===== src/rtl/alerta_pkg.sv =====
// alerta_pkg -- shared definitions for the seat-belt alert timer.
// Contents:
//   estado_t : FSM state encoding, also visible on the estado debug port.
//   largura  : register width needed to hold every value 0..n-1, never below 1.
package alerta_pkg;

  typedef enum logic [1:0] {
    OCIOSO   = 2'b00,
    ESPERA   = 2'b01,
    ALERTA   = 2'b10,
    SILENCIO = 2'b11
  } estado_t;

  function automatic int largura(input int n);
    return (n > 1) ? $clog2(n) : 1;
  endfunction

endpackage


===== src/rtl/gerador_tick.sv =====
// gerador_tick -- free-running prescaler that emits a one-cycle tick.
// Ports:
//   clk  in  system clock, rising edge
//   clr  in  synchronous clear; the count restarts at 0 on the next edge
//   tick out high for the single cycle in which the count equals CLK_POR_TICK-1
module gerador_tick
  import alerta_pkg::*;
#(
  parameter int CLK_POR_TICK = 50_000_000
) (
  input  logic clk,
  input  logic clr,
  output logic tick
);

  localparam int PW = largura(CLK_POR_TICK);
  localparam logic [PW-1:0] PRE_FIM = PW'(CLK_POR_TICK - 1);

  logic [PW-1:0] pre_reg;

  always_ff @(posedge clk) begin
    if (clr || (pre_reg == PRE_FIM)) begin
      pre_reg <= '0;
    end else begin
      pre_reg <= pre_reg + 1'b1;
    end
  end

  assign tick = (pre_reg == PRE_FIM);

endmodule


===== src/rtl/temporizador_alerta.sv =====
// temporizador_alerta -- seat-belt alert timer.
// After a grace period with the raw warning present, it blinks the lamp and
// sounds the buzzer for a fixed number of ticks, then keeps the lamp steadily
// lit and the buzzer silent. Losing luz or igni returns to idle at once.
// Ports:
//   clk     in   system clock, rising edge
//   rst_n   in   synchronous active-low reset
//   luz     in   raw seat-belt warning
//   igni    in   ignition on
//   lampada out  dashboard lamp drive (registered)
//   buzzer  out  buzzer drive (registered)
//   estado  out  current FSM state (debug)
module temporizador_alerta
  import alerta_pkg::*;
#(
  parameter int CLK_POR_TICK   = 50_000_000,
  parameter int TICKS_CARENCIA = 5,
  parameter int TICKS_ALERTA   = 30
) (
  input  logic       clk,
  input  logic       rst_n,
  input  logic       luz,
  input  logic       igni,
  output logic       lampada,
  output logic       buzzer,
  output logic [1:0] estado
);

  localparam int MAX_TICKS = (TICKS_CARENCIA > TICKS_ALERTA) ? TICKS_CARENCIA : TICKS_ALERTA;
  localparam int CW = largura(MAX_TICKS);
  localparam logic [CW-1:0] FIM_ESPERA = CW'(TICKS_CARENCIA - 1);
  localparam logic [CW-1:0] FIM_ALERTA = CW'(TICKS_ALERTA - 1);

  estado_t       state_reg, state_next;
  logic [CW-1:0] cnt_reg, cnt_next;
  logic          lampada_reg, lampada_next;
  logic          buzzer_reg, buzzer_next;
  logic          entrada;
  logic          tick;

  // Prescaler restarts on reset and on every state change, so each state
  // measures its time from its own entry edge.
  gerador_tick #(
    .CLK_POR_TICK(CLK_POR_TICK)
  ) u_gerador_tick (
    .clk (clk),
    .clr (!rst_n || entrada),
    .tick(tick)
  );

  always_ff @(posedge clk) begin
    if (!rst_n) begin
      state_reg   <= OCIOSO;
      cnt_reg     <= '0;
      lampada_reg <= 1'b0;
      buzzer_reg  <= 1'b0;
    end else begin
      state_reg   <= state_next;
      cnt_reg     <= cnt_next;
      lampada_reg <= lampada_next;
      buzzer_reg  <= buzzer_next;
    end
  end

  always_comb begin
    state_next   = state_reg;
    cnt_next     = cnt_reg;
    lampada_next = lampada_reg;
    buzzer_next  = buzzer_reg;
    entrada      = 1'b0;

    // Abort has priority over every other transition.
    if (!luz || !igni) begin
      state_next = OCIOSO;
    end else begin
      case (state_reg)
        OCIOSO: state_next = ESPERA;
        ESPERA: begin
          if (tick) begin
            if (cnt_reg == FIM_ESPERA) state_next = ALERTA;
            else                       cnt_next   = cnt_reg + 1'b1;
          end
        end
        ALERTA: begin
          if (tick) begin
            if (cnt_reg == FIM_ALERTA) begin
              state_next = SILENCIO;
            end else begin
              cnt_next     = cnt_reg + 1'b1;
              lampada_next = ~lampada_reg;
            end
          end
        end
        SILENCIO: state_next = SILENCIO;
      endcase
    end

    // On entry the counters restart and the outputs take the new state's
    // initial values, so they change on the same edge as the state.
    entrada = (state_next != state_reg);
    if (entrada) begin
      cnt_next = '0;
      case (state_next)
        OCIOSO, ESPERA: begin
          lampada_next = 1'b0;
          buzzer_next  = 1'b0;
        end
        ALERTA: begin
          lampada_next = 1'b1;
          buzzer_next  = 1'b1;
        end
        SILENCIO: begin
          lampada_next = 1'b1;
          buzzer_next  = 1'b0;
        end
      endcase
    end
  end

  assign lampada = lampada_reg;
  assign buzzer  = buzzer_reg;
  assign estado  = state_reg;

endmodule


===== config.mk =====
export PLATFORM = sky130hd
export DESIGN_NAME = temporizador_alerta
export DESIGN_NICKNAME = d
export VERILOG_FILES = /design/src/rtl/alerta_pkg.sv /design/src/rtl/gerador_tick.sv /design/src/rtl/temporizador_alerta.sv
export SDC_FILE = /design/constraint.sdc
export NUM_CORES = 1
export LEC_CHECK = 0
export ABC_AREA = 1
export BUFFER_PORTS_ARGS = -buffer_cell sky130_fd_sc_hd__buf_2
export CORE_MARGIN = 2
export CORE_UTILIZATION = 50
export DETAILED_ROUTE_END_ITERATION = 10
export PLACE_DENSITY_LB_ADDON = 0.3
export SLEW_MARGIN = 30
export SYNTH_ARGS = -nofsm -noshare
export SYNTH_HDL_FRONTEND = slang
export SYNTH_SLANG_ARGS = --single-unit

===== constraint.sdc =====
create_clock -name clk -period 4.7 [get_ports clk]
set_input_delay 1.41 -clock clk [delete_from_list [all_inputs] [get_ports clk]]
set_output_delay 1.41 -clock clk [all_outputs]
set_load 0.02 [all_outputs]

== After elaboration in Yosys (flattened, before gate mapping) ==
Cells that the tools add are included.

* Flip-flop bits (word level): 35
* Output and inout bits: 4

* Eq/ne operators: 16
* Bitwise operators: 3
* Muxes and demuxes: 18
* Reduce and logical (&&, ||, !) cells: 17
* Add/sub/neg operators: 2

{| class="wikitable"
|+ Operators with widths
! kind !! count
|-
| 26-bit by 1-bit adder with 26-bit output, second input constant || 1
|-
| 26-bit == test, second input constant || 1
|-
| 5-bit two-way mux || 4
|-
| 2-bit inequality test, second input constant || 6
|-
| 2-bit two-way mux || 5
|-
| 5-bit one-hot mux with 2 select lines || 1
|-
| 2-bit == test, second input constant || 4
|-
| 2-bit one-hot mux with 4 select lines || 1
|-
| 6-bit AND reduction || 1
|-
| 2-bit nonzero test || 3
|-
| 2-bit OR reduction || 3
|-
| 5-bit by 1-bit adder with 5-bit output, second input constant || 1
|-
| 5-bit by 3-bit == test with 1-bit output, second input constant || 1
|-
| 5-bit == test, second input constant || 1
|-
| 1-bit two-way mux || 5
|-
| 2-bit by 1-bit == test with 1-bit output, second input constant || 2
|-
| 2-bit logical NOT || 2
|-
| 1-bit one-hot mux with 2 select lines || 2
|-
| 4-bit AND reduction || 1
|-
| 1-bit logical NOT || 3
|-
| 1-bit logical OR || 3
|-
| 1-bit inverter || 3
|-
| 3-bit OR reduction || 1
|-
| 2-bit inequality test || 1
|}

== Longest topological paths before layout ==
* Depth in word-level cells: 9
* Depth in mapped cells: 15

== Modules after synthesis ==
A second synthesis with hierarchy kept.

* Cell total of the unflattened synthesis: 309
* Area, all modules: 2109.5 um2

{| class="wikitable"
|+ Modules (own cells, without submodules)
! module !! times used !! area an instance (um2) !! cells each !! seq. area each (um2)
|-
| gerador_tick || 1 || 1415.1 || 219 || 520.5
|-
| temporizador_alerta || 1 || 694.4 || 90 || 180.2
|}

== Worst setup path after synthesis ==
Ideal clock, no wire load.

* Path type: in2reg
* Start: in igni
* End: reg u_gerador_tick.pre_reg[18]
* Slack: 2356 ps
* Library setup time: 62 ps
* Arrival time: 2282 ps
* Stages: 9
* Data required time: 4638 ps
* Path through: nand2_1 -> inv_1 -> nand3_1 -> nand2_1 -> nand2_1 -> nand2_2 -> nand4_4 -> buf_6 -> nor2_2

* Cells in the longest elaborated chain, start to end: 6

{| class="wikitable"
|+ Ends and longest elaborated chain
! what !! line !! RTL
|-
| from (decl) || temporizador_alerta.sv:23 || <nowiki>input logic igni,</nowiki>
|-
| 1-bit logical NOT || temporizador_alerta.sv:73 || <nowiki>if (!luz || !igni) begin</nowiki>
|-
| 1-bit logical OR || temporizador_alerta.sv:73 ||
|-
| 2-bit two-way mux || temporizador_alerta.sv:73 ||
|-
| 2-bit inequality test || temporizador_alerta.sv:100 || <nowiki>entrada = (state_next != state_reg);</nowiki>
|-
| 1-bit logical OR || temporizador_alerta.sv:47 || <nowiki>.clr (!rst_n || entrada),</nowiki>
|-
| 1-bit logical OR || gerador_tick.sv:22 || <nowiki>if (clr || (pre_reg == PRE_FIM)) begin</nowiki>
|-
| to (signal assigned) || gerador_tick.sv:25 || <nowiki>pre_reg <= pre_reg + 1'b1;</nowiki>
|-
| to (decl) || gerador_tick.sv:19 || <nowiki>logic [PW-1:0] pre_reg;</nowiki>
|}

Every way passes these cells.
A chain may end at the register's enable or synchronous reset.

== Worst setup path after layout ==
* Start: in igni
* End: reg u_gerador_tick.pre_reg[12]

The elaborated chain is that of the path after synthesis.

==> out/metrics.yaml <==
setup_path:
  critPathLaunch: "igni"
  r2r_slack_ns: 2.41
  worstReg2RegStart: "u_gerador_tick.pre_reg[0]$_SDFF_PP0_"
  worstSetupStartpointType: "primary input"
  cp.arrival_ns: 2.72
  critPathCapture: "u_gerador_tick.pre_reg[12]$_SDFF_PP0_"
  end_kind: "flop"
  rr_worst_depth: 13
  cp.required_ns: 4.91
  critPathMaxFanout: 26
  r2r-end: "u_gerador_tick.pre_reg[12]$_SDFF_PP0_"
  criticalPathCategory: "primary input to flop"
grt:
  grt_overflow: 0
  grt_first_pass_wirelength_mm: 5.95
  grt_usage_pct: 17.3
  antenna_found_initial: 0
  grt_max_degree: 27
  grt_pass1_vias: 1407
detailed_routing:
  via_count: 1547
  detail-route-antenna-nets: 0
  wl_per_cell_um: 10.5
  viasPerCell: 4.79
  drt_iter0_drc: 41
  wirelength_mm: 3.39
  drc_errors: 0
  drt-pass1-iter-count: 4
clock_tree:
  htree_levels: 2
  clock_path_buffers: 2
  cts_resized: 0
  clock_latency_ns: 0.28
  cts_sinks: 35
  clock-root-buffer: "clkbuf_8"
  cts_tree: "yes"
  cts_hold_buf: 0
  numCtsBuffers: 5
  postCtsSetupBuffers: 0
  clkTransAtPathRegs_ns: 0.07
timing:
  rsz0062_at_grt: "no"
  slew_violations: 0
  relSlewSlack_pct: 63.7
  final-setup-viol-count: 0
  fin_crit_ns: 2.52
  setup_tns_ns: 0
  max_freq_mhz: 397
  hold_viol: 0
  tightestPinTransition_ns: 0.543
  fin_skew_ns: 0.00505
  min_period_over_period_pct: 53.6
synthesis:
  postSynthCellCount: 262
  synth.net_count: 275
  synth_seq_cells: 35
  syn_area_sq_mm: 0.00200
  synth_warnings: 0
  async_flop_share_pct: 0
  synth_ff_type: "dfxtp_1"
  synth_top_cell_area_share_pct: 35.1
  seq_area_frac_synth_pct: 35.1
  synth.largest_area_cell: "dfxtp_1"
  synth_edf_count: 0
  syn_avg_cell_area_sq_um: 7.62
  synthTopCellsByArea: "dfxtp_1 35%, nand2_1 9.2%, nor2_2 8.1%"
  ys_types: 25
power:
  p_comb_share_pct: 5.1
  p_int_mw: 0.442
  ir_worst_vdd_mv: 0.198
  sequentialPowerShare_pct: 53.3
  p_per_area_mw_per_mm2: 262
  switchingPower_mw: 0.126
  switching_share_pct: 22.2
  clkPwrFrac_pct: 41.6
  p_total_mw: 0.568
  leakage_nw: 0.773
floorplan:
  die_h_um: 67.2
  die_area_sq_mm: 0.00452
  start_util_pct: 53.3
  pin_count: 8
  die_w_um: 67.2
  core_area_sq_mm: 0.00374
  num_rows: 22
final_layout:
  mostFrequentLayoutCell: "nand2_1"
  syn2layout_area_growth_pct: 8.65
  antenna_cells: 0
  mostFrequentLayoutCells: "49 x nand2_1, 35 x dfxtp_1, 32 x inv_1, 27 x nor2_1, 26 x nor2_2"
  largest_reg_flops: 26
  fin_nets: 287
  stdcell_area_sq_mm: 0.00217
  drive_gt1_share_pct: 20.7
status:
  status: "complete, no violations"
place:
  hpwl_mm: 2.56
  place_area_sq_mm: 0.00207
  gp_congestion: 0.815
  portBuffers: 7
worst_hold_path:
  hp-class: "flop to flop"
job:
  drv_cap: 0
## how the worst min path moves through the flow
stage               slack (ns)  cells past startpoint                              endpoint                            startpoint
global placement          0.45                      1  u_gerador_tick.pre_reg[0]$_SDFF_PP0_  u_gerador_tick.pre_reg[0]$_SDFF_PP0_
detailed placement        0.46                      1  u_gerador_tick.pre_reg[0]$_SDFF_PP0_  u_gerador_tick.pre_reg[0]$_SDFF_PP0_
finish                    0.47                      1  u_gerador_tick.pre_reg[0]$_SDFF_PP0_  u_gerador_tick.pre_reg[0]$_SDFF_PP0_
global route              0.52                      2               cnt_reg[4]$_SDFFE_PP0P_               cnt_reg[4]$_SDFFE_PP0P_
CTS                       0.48                      1  u_gerador_tick.pre_reg[0]$_SDFF_PP0_  u_gerador_tick.pre_reg[0]$_SDFF_PP0_
floorplan                 0.43                      1  u_gerador_tick.pre_reg[0]$_SDFF_PP0_  u_gerador_tick.pre_reg[0]$_SDFF_PP0_
## critical path, stage by stage
cell and delay, ns:
buf_2 0.08, nand2_1 0.06, inv_1 0.13, nand3_1 0.14
nand2_1 0.10, nand2_1 0.06, nand2_2 0.10, nand4_4 0.42
nor2_1 0.22
## power by group through the flow
stage	Clock (mW)	Combinational (mW)	Sequential [mW]
global placement	0	0.0285	0.310
CTS	0.245	0.0290	0.303
detailed placement	0	0.0289	0.310
floorplan	0	0.0222	0.311
finish	0.236	0.0288	0.303
global route	0.254	0.0327	0.304
## cell families after synthesis
logic type / after synthesis / synth area share (%)
AO/OA/AOI/OAI: 12 / 3.32
XOR/XNOR: 26 / 11.4
adder cells (fa/ha/maj): 9 / 5.64
buffers and inverters: 37 / 7.71
flip-flops: 35 / 35.1
AND/OR/NAND/NOR: 143 / 36.8
## cell usage after synthesis (2+ instances only)
master	n
nor2_1	27
inv_1	32
a21oi_1	7
buf_6	2
nand4_1	5
inv_2	2
nor3_1	5
ha_1	9
nand2_1	49
nand3_1	16
nor2_2	26
nand3_2	3
nor4_2	2
xor2_1	14
o21ai_0	3
dfxtp_1	35
xnor2_1	12
nand2_2	6
## layer usage
metal / share of wire [%] / global-route usage [%]
met1: 51 / 23.4
met5: 0 / 0
met2: 44 / 26.6
met4: 2.1 / 8.42
met3: 3.5 / 3.00
## cell type report
class                   count  area (sq um)
clock buffers               8           100
fillers                   376          1570
inverters                  35           131
multi-input cells         190          1140
flip-flops and latches     35           701
well taps                  48          60.1
repair buffers              7          35.0
## stage by stage
stage | instances | util (%) | hold slack, ns | setup slack [ns]
after floorplan | 262 | - | 0.435 | 2.36
after global placement | 315 | 55.3 | 0.454 | 1.96
after detailed placement | 315 | 55.3 | 0.459 | 1.88
after CTS | 323 | 58.0 | 0.478 | 2.18
after global routing | 323 | 58.0 | 0.517 | 2.01
final | 323 | 58.0 | 0.473 | 2.18
Power figures use the tool's default switching activity.
